==> src/rtl/mmio_uart_pkg.sv <==
`default_nettype none
// ============================================================================
// Module   : mmio_uart_pkg
// Brief    : Shared constants and types for the memory-mapped UART transmitter.
//            Register word indices, STATUS bit positions, shifter state enum.
//            Optional macro: MMIO_UART_PARITY_EN (adds the even-parity state).
// Revision : 1.0 - initial release
// ============================================================================
package mmio_uart_pkg;

    // Register word index, taken from addr[3:2]
    localparam logic [1:0] REG_DATA   = 2'd0;
    localparam logic [1:0] REG_STATUS = 2'd1;
    localparam logic [1:0] REG_DIV    = 2'd2;
    localparam logic [1:0] REG_RSVD   = 2'd3;

    // STATUS bit positions
    localparam int ST_FULL    = 0;
    localparam int ST_EMPTY   = 1;
    localparam int ST_BUSY    = 2;
    localparam int ST_OVF     = 3;
    localparam int ST_CNT_LSB = 4;

    // Serial shifter states
    typedef enum logic [2:0] {
        S_IDLE   = 3'd0,
        S_START  = 3'd1,
        S_DATA   = 3'd2,
`ifdef MMIO_UART_PARITY_EN
        S_PARITY = 3'd3,
`endif
        S_STOP   = 3'd4
    } tx_state_t;

    // Even parity: the parity bit makes the total count of ones even
    function automatic logic even_parity(input logic [7:0] b);
        return ^b;
    endfunction

endpackage
`default_nettype wire

==> src/rtl/uart_tx_shifter.sv <==
`default_nettype none
// ============================================================================
// Module   : uart_tx_shifter
// Brief    : Serialises one byte per valid/ready handshake into a UART frame
//            (start, 8 data LSB first, [even parity], stop). The divisor is
//            latched when a frame is accepted, so later changes only affect
//            later frames. Optional macro: MMIO_UART_PARITY_EN.
// Revision : 1.0 - initial release
// ============================================================================
module uart_tx_shifter
    import mmio_uart_pkg::*;
(
    input  logic        clk,
    input  logic        rst,
    input  logic        i_valid,
    input  logic [7:0]  i_data,
    input  logic [15:0] i_div,
    output logic        o_ready,
    output logic        o_tx,
    output logic        o_busy
);

    tx_state_t   r_state;
    logic [15:0] r_div;
    logic [15:0] r_cnt;
    logic [7:0]  r_shreg;
    logic [2:0]  r_bit;
`ifdef MMIO_UART_PARITY_EN
    logic        r_par;
`endif

    // A zero divisor behaves like one clock per bit
    logic [15:0] w_div_eff;
    logic        w_bit_end;
    assign w_div_eff = (i_div == 16'd0) ? 16'd1 : i_div;
    assign w_bit_end = (r_cnt == 16'd0);

    // A new byte may be taken when idle or on the last cycle of the stop bit
    assign o_ready = (r_state == S_IDLE) || ((r_state == S_STOP) && w_bit_end);
    assign o_busy  = (r_state != S_IDLE);

    // Frame sequencer: each bit is held for r_div cycles via r_cnt countdown
    always_ff @(posedge clk) begin
        if (!rst) begin
            r_state <= S_IDLE;
            o_tx    <= 1'b1;
            r_div   <= 16'd1;
            r_cnt   <= 16'd0;
            r_shreg <= 8'd0;
            r_bit   <= 3'd0;
`ifdef MMIO_UART_PARITY_EN
            r_par   <= 1'b0;
`endif
        end else begin
            if (!w_bit_end) begin
                r_cnt <= r_cnt - 16'd1;
            end
            case (r_state)
                S_IDLE: begin
                    if (i_valid) begin
                        r_state <= S_START;
                        o_tx    <= 1'b0;
                        r_shreg <= i_data;
                        r_div   <= w_div_eff;
                        r_cnt   <= w_div_eff - 16'd1;
`ifdef MMIO_UART_PARITY_EN
                        r_par   <= even_parity(i_data);
`endif
                    end
                end
                S_START: begin
                    if (w_bit_end) begin
                        r_state <= S_DATA;
                        o_tx    <= r_shreg[0];
                        r_shreg <= {1'b0, r_shreg[7:1]};
                        r_bit   <= 3'd0;
                        r_cnt   <= r_div - 16'd1;
                    end
                end
                S_DATA: begin
                    if (w_bit_end) begin
                        r_cnt <= r_div - 16'd1;
                        if (r_bit == 3'd7) begin
`ifdef MMIO_UART_PARITY_EN
                            r_state <= S_PARITY;
                            o_tx    <= r_par;
`else
                            r_state <= S_STOP;
                            o_tx    <= 1'b1;
`endif
                        end else begin
                            o_tx    <= r_shreg[0];
                            r_shreg <= {1'b0, r_shreg[7:1]};
                            r_bit   <= r_bit + 3'd1;
                        end
                    end
                end
`ifdef MMIO_UART_PARITY_EN
                S_PARITY: begin
                    if (w_bit_end) begin
                        r_state <= S_STOP;
                        o_tx    <= 1'b1;
                        r_cnt   <= r_div - 16'd1;
                    end
                end
`endif
                S_STOP: begin
                    if (w_bit_end) begin
                        if (i_valid) begin
                            // Back-to-back: straight into the next start bit
                            r_state <= S_START;
                            o_tx    <= 1'b0;
                            r_shreg <= i_data;
                            r_div   <= w_div_eff;
                            r_cnt   <= w_div_eff - 16'd1;
`ifdef MMIO_UART_PARITY_EN
                            r_par   <= even_parity(i_data);
`endif
                        end else begin
                            r_state <= S_IDLE;
                        end
                    end
                end
                default: begin
                    r_state <= S_IDLE;
                    o_tx    <= 1'b1;
                end
            endcase
        end
    end

endmodule
`default_nettype wire

==> src/rtl/mmio_uart.sv <==
`default_nettype none
// ============================================================================
// Module   : mmio_uart
// Brief    : Memory-mapped UART transmitter on the core's data port. Register
//            decode, TX FIFO and overflow tracking live here; framing is done
//            by uart_tx_shifter. Optional macro: MMIO_UART_PARITY_EN.
// Revision : 1.0 - initial release
// ============================================================================
module mmio_uart
    import mmio_uart_pkg::*;
#(
    parameter logic [31:0] BASE_ADDR = 32'hFFFF_0000,
    parameter int          DEPTH     = 4,
    parameter logic [15:0] DIV_RESET = 16'd868
) (
    input  logic        clk,
    input  logic        rst,
    input  logic [31:2] addr,
    input  logic [31:0] din,
    input  logic        en,
    input  logic        we,
    output logic [31:0] dout,
    output logic        hit,
    output logic        tx
);

    localparam int c_ptr_w = $clog2(DEPTH);
    localparam int c_cnt_w = c_ptr_w + 1;
    localparam logic [c_cnt_w-1:0] c_depth = c_cnt_w'(DEPTH);

    logic [7:0]         r_mem [DEPTH];
    logic [c_ptr_w-1:0] r_wptr;
    logic [c_ptr_w-1:0] r_rptr;
    logic [c_cnt_w-1:0] r_count;
    logic               r_ovf;
    logic [15:0]        r_div;

    logic        w_sel;
    logic [1:0]  w_idx;
    logic        w_full;
    logic        w_empty;
    logic        w_busy;
    logic        w_ready;
    logic        w_pop;
    logic        w_push_req;
    logic        w_push;
    logic        w_ovf_evt;
    logic        w_ovf_clr;
    logic [31:0] w_status;
    logic        w_unused_din;

    assign w_sel      = en && (addr[31:4] == BASE_ADDR[31:4]);
    assign w_idx      = addr[3:2];
    assign w_full     = (r_count == c_depth);
    assign w_empty    = (r_count == '0);
    assign w_pop      = !w_empty && w_ready;
    assign w_push_req = w_sel && we && (w_idx == REG_DATA);
    // A pop on the same edge frees the slot, so a full FIFO still accepts
    assign w_push     = w_push_req && (!w_full || w_pop);
    assign w_ovf_evt  = w_push_req && w_full && !w_pop;
    assign w_ovf_clr  = w_sel && we && (w_idx == REG_STATUS) && din[ST_OVF];
    assign w_unused_din = &{1'b0, din[31:16]};

    // STATUS word assembly
    always_comb begin
        w_status                    = 32'd0;
        w_status[ST_FULL]           = w_full;
        w_status[ST_EMPTY]          = w_empty;
        w_status[ST_BUSY]           = w_busy;
        w_status[ST_OVF]            = r_ovf;
        w_status[ST_CNT_LSB +: 4]   = 4'(r_count);
    end

    // FIFO storage; contents need no reset since count gates every read
    always_ff @(posedge clk) begin
        if (w_push) begin
            r_mem[r_wptr] <= din[7:0];
        end
    end

    // Pointers, count, overflow, divisor and registered read port
    always_ff @(posedge clk) begin
        if (!rst) begin
            r_wptr  <= '0;
            r_rptr  <= '0;
            r_count <= '0;
            r_ovf   <= 1'b0;
            r_div   <= DIV_RESET;
            dout    <= 32'd0;
            hit     <= 1'b0;
        end else begin
            if (w_push) begin
                r_wptr <= r_wptr + 1'b1;
            end
            if (w_pop) begin
                r_rptr <= r_rptr + 1'b1;
            end
            case ({w_push, w_pop})
                2'b10:   r_count <= r_count + 1'b1;
                2'b01:   r_count <= r_count - 1'b1;
                default: r_count <= r_count;
            endcase

            // A fresh overflow on the same edge outranks the W1C clear
            if (w_ovf_evt) begin
                r_ovf <= 1'b1;
            end else if (w_ovf_clr) begin
                r_ovf <= 1'b0;
            end

            if (w_sel && we && (w_idx == REG_DIV)) begin
                r_div <= din[15:0];
            end

            hit  <= w_sel && !we;
            dout <= 32'd0;
            if (w_sel && !we) begin
                case (w_idx)
                    REG_DATA:   dout <= 32'd0;
                    REG_STATUS: dout <= w_status;
                    REG_DIV:    dout <= {16'd0, r_div};
                    REG_RSVD:   dout <= 32'd0;
                    default:    dout <= 32'd0;
                endcase
            end
        end
    end

    uart_tx_shifter u_shifter (
        .clk     (clk),
        .rst     (rst),
        .i_valid (!w_empty),
        .i_data  (r_mem[r_rptr]),
        .i_div   (r_div),
        .o_ready (w_ready),
        .o_tx    (tx),
        .o_busy  (w_busy)
    );

endmodule
`default_nettype wire

==> config.mk <==
export PLATFORM = sky130hd
export DESIGN_NAME = mmio_uart
export DESIGN_NICKNAME = d
export VERILOG_FILES = /design/src/rtl/mmio_uart_pkg.sv /design/src/rtl/uart_tx_shifter.sv /design/src/rtl/mmio_uart.sv
export SDC_FILE = /design/constraint.sdc
export NUM_CORES = 1
export LEC_CHECK = 0
export CORE_MARGIN = 2
export CORE_UTILIZATION = 30
export CTS_CLUSTER_DIAMETER = 80
export DETAILED_ROUTE_END_ITERATION = 16
export PLACE_DENSITY = 0.5
export SYNTH_ARGS = -nofsm -noshare
export SYNTH_HDL_FRONTEND = slang
export SYNTH_SLANG_ARGS = --single-unit
==> constraint.sdc <==
create_clock -name clk -period 2.9 [get_ports clk]
set_input_delay 0.435 -clock clk [delete_from_list [all_inputs] [get_ports clk]]
set_output_delay 0.435 -clock clk [all_outputs]
set_load 0.05 [all_outputs]
==> results of run 1 <==
## cell families (layout without fill, tap and decap cells)
family,count (synthesis),in the layout,share of synthesized area [%]
XOR/XNOR,28,28,3.912
adder cells (fa/ha/maj),10,10,2.116
flip-flops,122,122,44.07
buffers and inverters,73,160,5.748
AND/OR/NAND/NOR,296,296,23.69
other,1,16,0.05982
AO/OA/AOI/OAI,141,141,15.73
multiplexers,19,19,4.671
## synthesized netlist by cell type, types with 3 or more instances
library cell  count
o31a_1            5
inv_1            16
clkbuf_1         26
a211oi_1          3
dfxtp_1          90
a311oi_1          5
and2_1           18
a22oi_1           8
edfxtp_1         32
o21a_1            6
nand2_1         111
mux4_2            8
buf_4            18
ha_1              9
buf_2             9
nor2_1           61
mux2i_1           9
and3_1            3
o21ai_0          11
nand3_1          19
nand4_1           8
nor2b_1           3
xor2_1           13
o31ai_1           4
a31oi_1           3
or3_1             9
o22ai_1           4
or4_1             8
nor3_1           21
nor4_1            6
o21ai_1           5
a21oi_1          39
nand2b_1          8
nor3_2            3
xnor2_1          15
a21boi_1         19
o211ai_1          4
o221ai_1          4
## flip-flops by register name, summed over array words and instances (netlist names), named ones only
| signal | cells |
|---|---|
| u_shifter.r_state | 3 |
| hit | 1 |
| r_mem | 32 |
| u_shifter.r_div | 16 |
| r_div | 16 |
| u_shifter.r_bit | 3 |
| r_rptr | 2 |
| u_shifter.o_tx | 1 |
| u_shifter.r_cnt | 16 |
| r_wptr | 2 |
| u_shifter.r_shreg | 8 |
| r_count | 3 |
| r_ovf | 1 |
| dout | 16 |
## per-layer routing
metal | GRT usage, % | vias to the layer above
li1 | - | 2623
met1 | 20.61 | 2453
met2 | 25.37 | 144
met3 | 3.006 | 22
met4 | 5.810 | 0
met5 | 0 | -
## critical path, stage by stage, from the launching register on
cell and delay, ps:
dfxtp_1 340, inv_1 90, ha_1 230, nor4b_2 380
nand4_4 170, a21oi_1 320, and2_1 240, inv_2 50
fa_1 380, a22oi_1 230, mux2i_1 200
## final timing paths
path	endpoint	slack, ps	depth (start not counted)
min	u_shifter.r_div[15]	480	2
max	r_count[2]	210	10
max reg2reg	r_count[2]	210	10
min reg2reg	u_shifter.r_div[15]	480	2
## area by class of cell
cell class / count / area (sq um)
Timing Repair Buffer: 111 / 1001
Fill cell: 2010 / 12420
Sequential cell: 122 / 2763
Multi-Input combinational cell: 510 / 3208
Clock inverter: 14 / 138.9
Inverter: 17 / 63.81
Tap cell: 270 / 337.8
Clock buffer: 18 / 429.2
## report_power, final
group	internal [mW]	switching [mW]
Sequential	1.89	0.168
Clock	1.20	0.834
Combinational	0.866	1.16
Total	3.96	2.16
## stage by stage
step	worst slack [ps]	util [%]	total power, mW	instances
4_1_cts	202.8	38.97	6.146	1062
3_3_place_gp	67.25	36.18	4.072	1030
5_1_grt	41.61	39.00	6.471	1062
6_report	211.6	39.00	6.114	1062
3_5_place_dp	1.694	36.18	4.101	1030
2_1_floorplan	132.3	-	3.592	705
==> impl_results.md, run 1 <==
* Status: finished, final reports clean
* Global route overflow at 0
* Drt drc at 0
* CTS hold repair buffers at 0
* Post-synthesis sequential area ratio at 44.07%
* Clock slew at reported path FFs at 60 ps
* Synth top area cells: dfxtp_1 (29%), edfxtp_1 (15%), nand2_1 (6.6%)
* Routed Antenna Nets at 0
* Cts bufs inserted at 17
* Syn_area_per_cell at 9.085 sq um
* Critical path peak fanout at 5
* Final Hold Fails at 0
* H-tree levels at 4
* Cell Area, Placed at 7367 sq um
* Final worst-path cycle share at 92.70%
* Post-Route Setup TNS at 0 ps
* Drt wl/cell at 15.61 um
* Commonest non-fill, non-tap cell in the layout: nand2_1
* Synthesized cell area at 6269 sq um
* Dpl hpwl at 12.40 mm
* F_max at 0.3720 GHz
* Via Count at 5242
* #FFs+latches synth at 122
* WL met3 at 775 um
* Post-synth EDFFs at 32
* # nets final at 855
* Setup Crit Path Kind: flop to flop
* Endpoint class of the critical path: flop
* Setup Buffers After CTS at 0
* First-pass GRT wire length at 26.98 mm
* Distinct cells, synth at 75
* Worst-case clock buffer depth at 2
* Vias per cell at 4.936
* FP Rows at 52
* Top Layer Used: met4
* CORE AREA at 20360 sq um
* Startpoint Class: flop
* Number of synthesis warnings at 0
* Die footprint at 22070 sq um
* CTS Root Cell: clkbuf_16
* Synth area leader: dfxtp_1
* Die Height at 148.6 um
* WL final at 16.58 mm
* Worst min-delay path class: flop to flop
* Final setup viols at 0
* PortBufs at 67
* Ys flop type: dfxtp_1
* Initial core utilization at 30.78%
* Worst Hold Launch: u_shifter.r_div[15]
* GR Util All Layers at 15.59%
* Vias in the first global route at 5156
* Cells after Synth at 690
* Final count of pins violating max slew at 0
* Max Cap Viol at 0
* Post-route cell area at 7941 sq um
* Met2 wire len at 7.807 mm
* Post-cts sizing count at 0
* Final Skew at 13.24 ps
* Hold Worst Slack at 477.0 ps
* Ant. Diodes at 0
* Worst vdd ir at 0.3596 mV
* Pin count of the biggest net entering global routing at 31
* Sink Count at 122
* Io pins at 100
* Crit path arrival time at 3040 ps
* Crit path launch: u_shifter.r_cnt[1]
* CTS tree: yes
* Clock period minus worst slack at 2688 ps
* Die width at 148.6 um
* DRT iter0 DRCs at 360
* Initial antenna violation count at 0
* Worst-margin pin slew at 760.2 ps
* Max-slew headroom at 49.26%
* Most frequent cells in the layout: nand2_1 (111), dfxtp_1 (90), clkdlybuf4s50_1 (67), nor2_1 (61), buf_4 (44)
* Area share of the largest cell type after synthesis at 28.74%
* Worst Path Required at 3250 ps
* R2r startpoint: u_shifter.r_cnt[1]
* Static leakage at 2.827 nW
* Pwr dens at 769.9 nW/um^2
* M1 WL at 7.719 mm
* Share of layout cells above drive strength 1 at 12.75%
* GP Congestion at 0.8221
* Asr flop ratio synth at 0%
* Clk Latency, worst-skew pair at 420 ps
* RSZ-0062 raised after global routing: false
* TritonRoute pass-1 iters at 5
* Area growth syn-to-layout at 26.69%
Power figures use the tool's default switching activity.
==> run 2: changes to the inputs <==
--- a/config.mk
+++ b/config.mk
@@ -5,6 +5,7 @@
 export SDC_FILE = /design/constraint.sdc
 export NUM_CORES = 1
 export LEC_CHECK = 0
+export ABC_AREA = 0
 export CORE_MARGIN = 2
 export CORE_UTILIZATION = 30
 export CTS_CLUSTER_DIAMETER = 80
==> results of run 2 <==
Final layout, timing and power as in run 1 (identical DEF).
==> run 3: changes to the inputs <==
--- a/config.mk
+++ b/config.mk
@@ -7,10 +7,10 @@
 export LEC_CHECK = 0
 export ABC_AREA = 0
 export CORE_MARGIN = 2
-export CORE_UTILIZATION = 30
+export CORE_UTILIZATION = 49
 export CTS_CLUSTER_DIAMETER = 80
 export DETAILED_ROUTE_END_ITERATION = 16
-export PLACE_DENSITY = 0.5
+export PLACE_DENSITY = 0.75
 export SYNTH_ARGS = -nofsm -noshare
 export SYNTH_HDL_FRONTEND = slang
 export SYNTH_SLANG_ARGS = --single-unit
==> run 3 against run 2 <==
  * Total power decreased by 0.56%
  * Cell count is 10% lower
  * Combinational power decreased by 3%
  * Register-to-register slack improved by 20 ps
  * Sequential share of layout area grew 0.91 points
  * First-iteration DRC count increased by 4.2%
  * Global-route usage rose by 8.1 points
  * Flip-flop and latch count unchanged
  * Maximum frequency rose by 0.66%
  * Critical path depth is 1 lower
==> impl_results.md, run 3 (same netlist as run 1, synthesis figures left out) <==
* Clock period minus worst slack at 2671 ps (-17.59 ps)
* Worst Path Required at 3200 ps (-50 ps)
* Crit path arrival time at 2970 ps (-70 ps)
* CTS hold repair buffers at 0 (unchanged)
* CTS tree: yes
* Worst-margin pin slew at 681.1 ps (-79.11 ps)
* GR peak layer: met2
* Cell Area, Placed at 7162 sq um (-2.8%)
* Flop2flop setup slack at 230 ps (+20 ps)
* Die Height at 117.1 um (-21%)
* Drt drc at 0 (unchanged)
* Grt met3 use at 5.098% (+2.1 points)
* CORE AREA at 12570 sq um (-38%)
* Commonest non-fill, non-tap cell in the layout: nand2_1
* Initial core utilization at 49.88% (+19 points)
* Max reg flops at 32 (unchanged)
* Max Cap Viol at 0 (unchanged)
* Worst vdd ir at 0.4388 mV (+22%)
* Worst min-delay path class: flop to flop
* PortBufs at 67 (unchanged)
* Drt wl/cell at 16.23 um (+3.9%)
* Pwr dens at 785.4 nW/um^2 (+2.0%)
* H-tree levels at 4 (unchanged)
* Area growth syn-to-layout at 23.47%
* Vias in the first global route at 5120 (-0.70%)
* Routed Antenna Nets at 0 (unchanged)
* Io pins at 100 (unchanged)
* Power consumption at 6.079 mW (-0.56%)
* CTS Root Cell: clkbuf_16
* Clk Latency, worst-skew pair at 410 ps (about the same)
* TritonRoute pass-1 iters at 5 (unchanged)
* Share of layout cells above drive strength 1 at 11.27% (-1.5 points)
* Final Hold Fails at 0 (unchanged)
* Vias per cell at 5.596 (+13%)
* Critical path peak fanout at 14 (+9)
* GR Util All Layers at 23.69% (+8.1 points)
* Crit path cell chain: inv_1 -> ha_1 -> nor4b_2 -> nand4_4 -> buf_4 -> a221oi_2 -> and2_1 -> nor2_1 -> a311oi_1
* # nets final at 844 (-1.3%)
* Crit-path max cell delay at 480 ps (+100 ps)
* Clock slew at reported path FFs at 60 ps (about the same)
* Setup Buffers After CTS at 0 (unchanged)
* Final Skew at 5.542 ps (-7.701 ps)
* R2r startpoint: u_shifter.r_cnt[1]
* Post-cts sizing count at 0 (unchanged)
* Worst R2R End: u_shifter.r_shreg[1]
* Most flop-heavy register: r_mem
* Endpoint class of the critical path: flop
* DRT iter0 DRCs at 375 (+4.2%)
* Static leakage at 2.762 nW (-2.3%)
* Pin count of the biggest net entering global routing at 39 (+26%)
* GR Util met1 at 30.40% (+9.8 points)
* Final count of pins violating max slew at 0 (unchanged)
* Die footprint at 13710 sq um (-38%)
* Worst hold path cell count at 2 (unchanged)
* Startpoint Class: flop
* RSZ-0062 raised after global routing: false
* End of the worst hold path: u_shifter.o_tx
* Worst Hold Launch: u_shifter.o_tx
* Setup Crit Path Kind: flop to flop
* F_max at 0.3744 GHz (+0.66%)
* Met2 GRT Util at 39.50% (+14 points)
* Via Count at 5333 (+1.7%)
* Final worst-path cycle share at 92.10% (-0.61 points)
* GP Congestion at 0.9157 (+11%)
* Initial antenna violation count at 0 (unchanged)
* Max-slew headroom at 54.53% (+5.3 points)
* Slowest stage cell, crit path: and2_1
* WL final at 15.46 mm (-6.7%)
* Post-route cell area at 7740 sq um (-2.5%)
* Post-Route Setup TNS at 0 ps (unchanged)
* Global route overflow at 0 (unchanged)
* First-pass GRT wire length at 25.01 mm (-7.3%)
* Final setup viols at 0 (unchanged)
* Ant. Diodes at 0 (unchanged)
* FP Rows at 41 (-21%)
* Die width at 117.1 um (-21%)
* Most frequent cells in the layout: nand2_1 (111), dfxtp_1 (90), clkdlybuf4s50_1 (67), nor2_1 (61), a21oi_1 (39)
* Dpl hpwl at 11.15 mm (-10%)
* Worst-case clock buffer depth at 2 (unchanged)
* FF-to-FF path depth at 9 (-1)
* Sink Count at 122 (unchanged)
* Status: finished, final reports clean
* Cts bufs inserted at 17 (unchanged)
run 3: where the power goes:
| part | internal, mW | leakage (nW) | switching, mW |
|---|---|---|---|
| combinational | 0.849 | 1.47 | 1.11 |
| sequential | 1.89 | 1.01 | 0.184 |
| clock | 1.27 | 0.274 | 0.777 |
run 3: final cells by class:
class	count	area [sq um]
sequential	122	2763
clock inverter	14	148.9
fill	1043	4828
inverter	17	63.81
clock buffer	18	429.2
multi-input combinational	510	3202
timing repair buffer	100	918.4
tap	172	215.2
run 3: worst max-delay path, delay by kind of cell (launching register included):
kind | cells | cell delay, ps
AO/OA/AOI/OAI | 2 | 580
adder cells (fa/ha/maj) | 1 | 220
buffers and inverters | 2 | 290
flip-flops | 1 | 340
AND/OR/NAND/NOR | 4 | 1130
run 3: per-stage QoR:
stage / hold WS [ps] / util, % / setup WS (ps) / instances
after global placement: 457.5 / 56.98 / 212.0 / 921
after CTS: 486.2 / 61.58 / 259.1 / 953
after floorplan: 448.8 / - / 132.3 / 705
final: 477.6 / 61.58 / 229.2 / 953
after detailed placement: 476.9 / 56.98 / 156.0 / 921
after global routing: 504.4 / 61.58 / 12.43 / 953
run 3: how the worst max path moves through the flow:
stage                            start              endpoint  slack [ps]  cells after the start
CTS                 u_shifter.r_cnt[1]           r_mem[0][1]         260                      7
finish              u_shifter.r_cnt[1]  u_shifter.r_shreg[1]         230                      9
global placement               addr[4]           r_mem[2][5]         210                      6
floorplan                     r_div[4]   u_shifter.r_cnt[14]         130                     12
detailed placement             addr[4]           r_mem[0][5]         160                      6
global route                  r_div[8]   u_shifter.r_cnt[14]          10                     10
run 3: per-layer routing:
layer  share of wire (%)  vias to the layer above
met5                   0                        -
met1                  44                     2526
met4                 1.6                        0
li1                    -                     2594
met2                  48                      193
met3                 6.0                       20
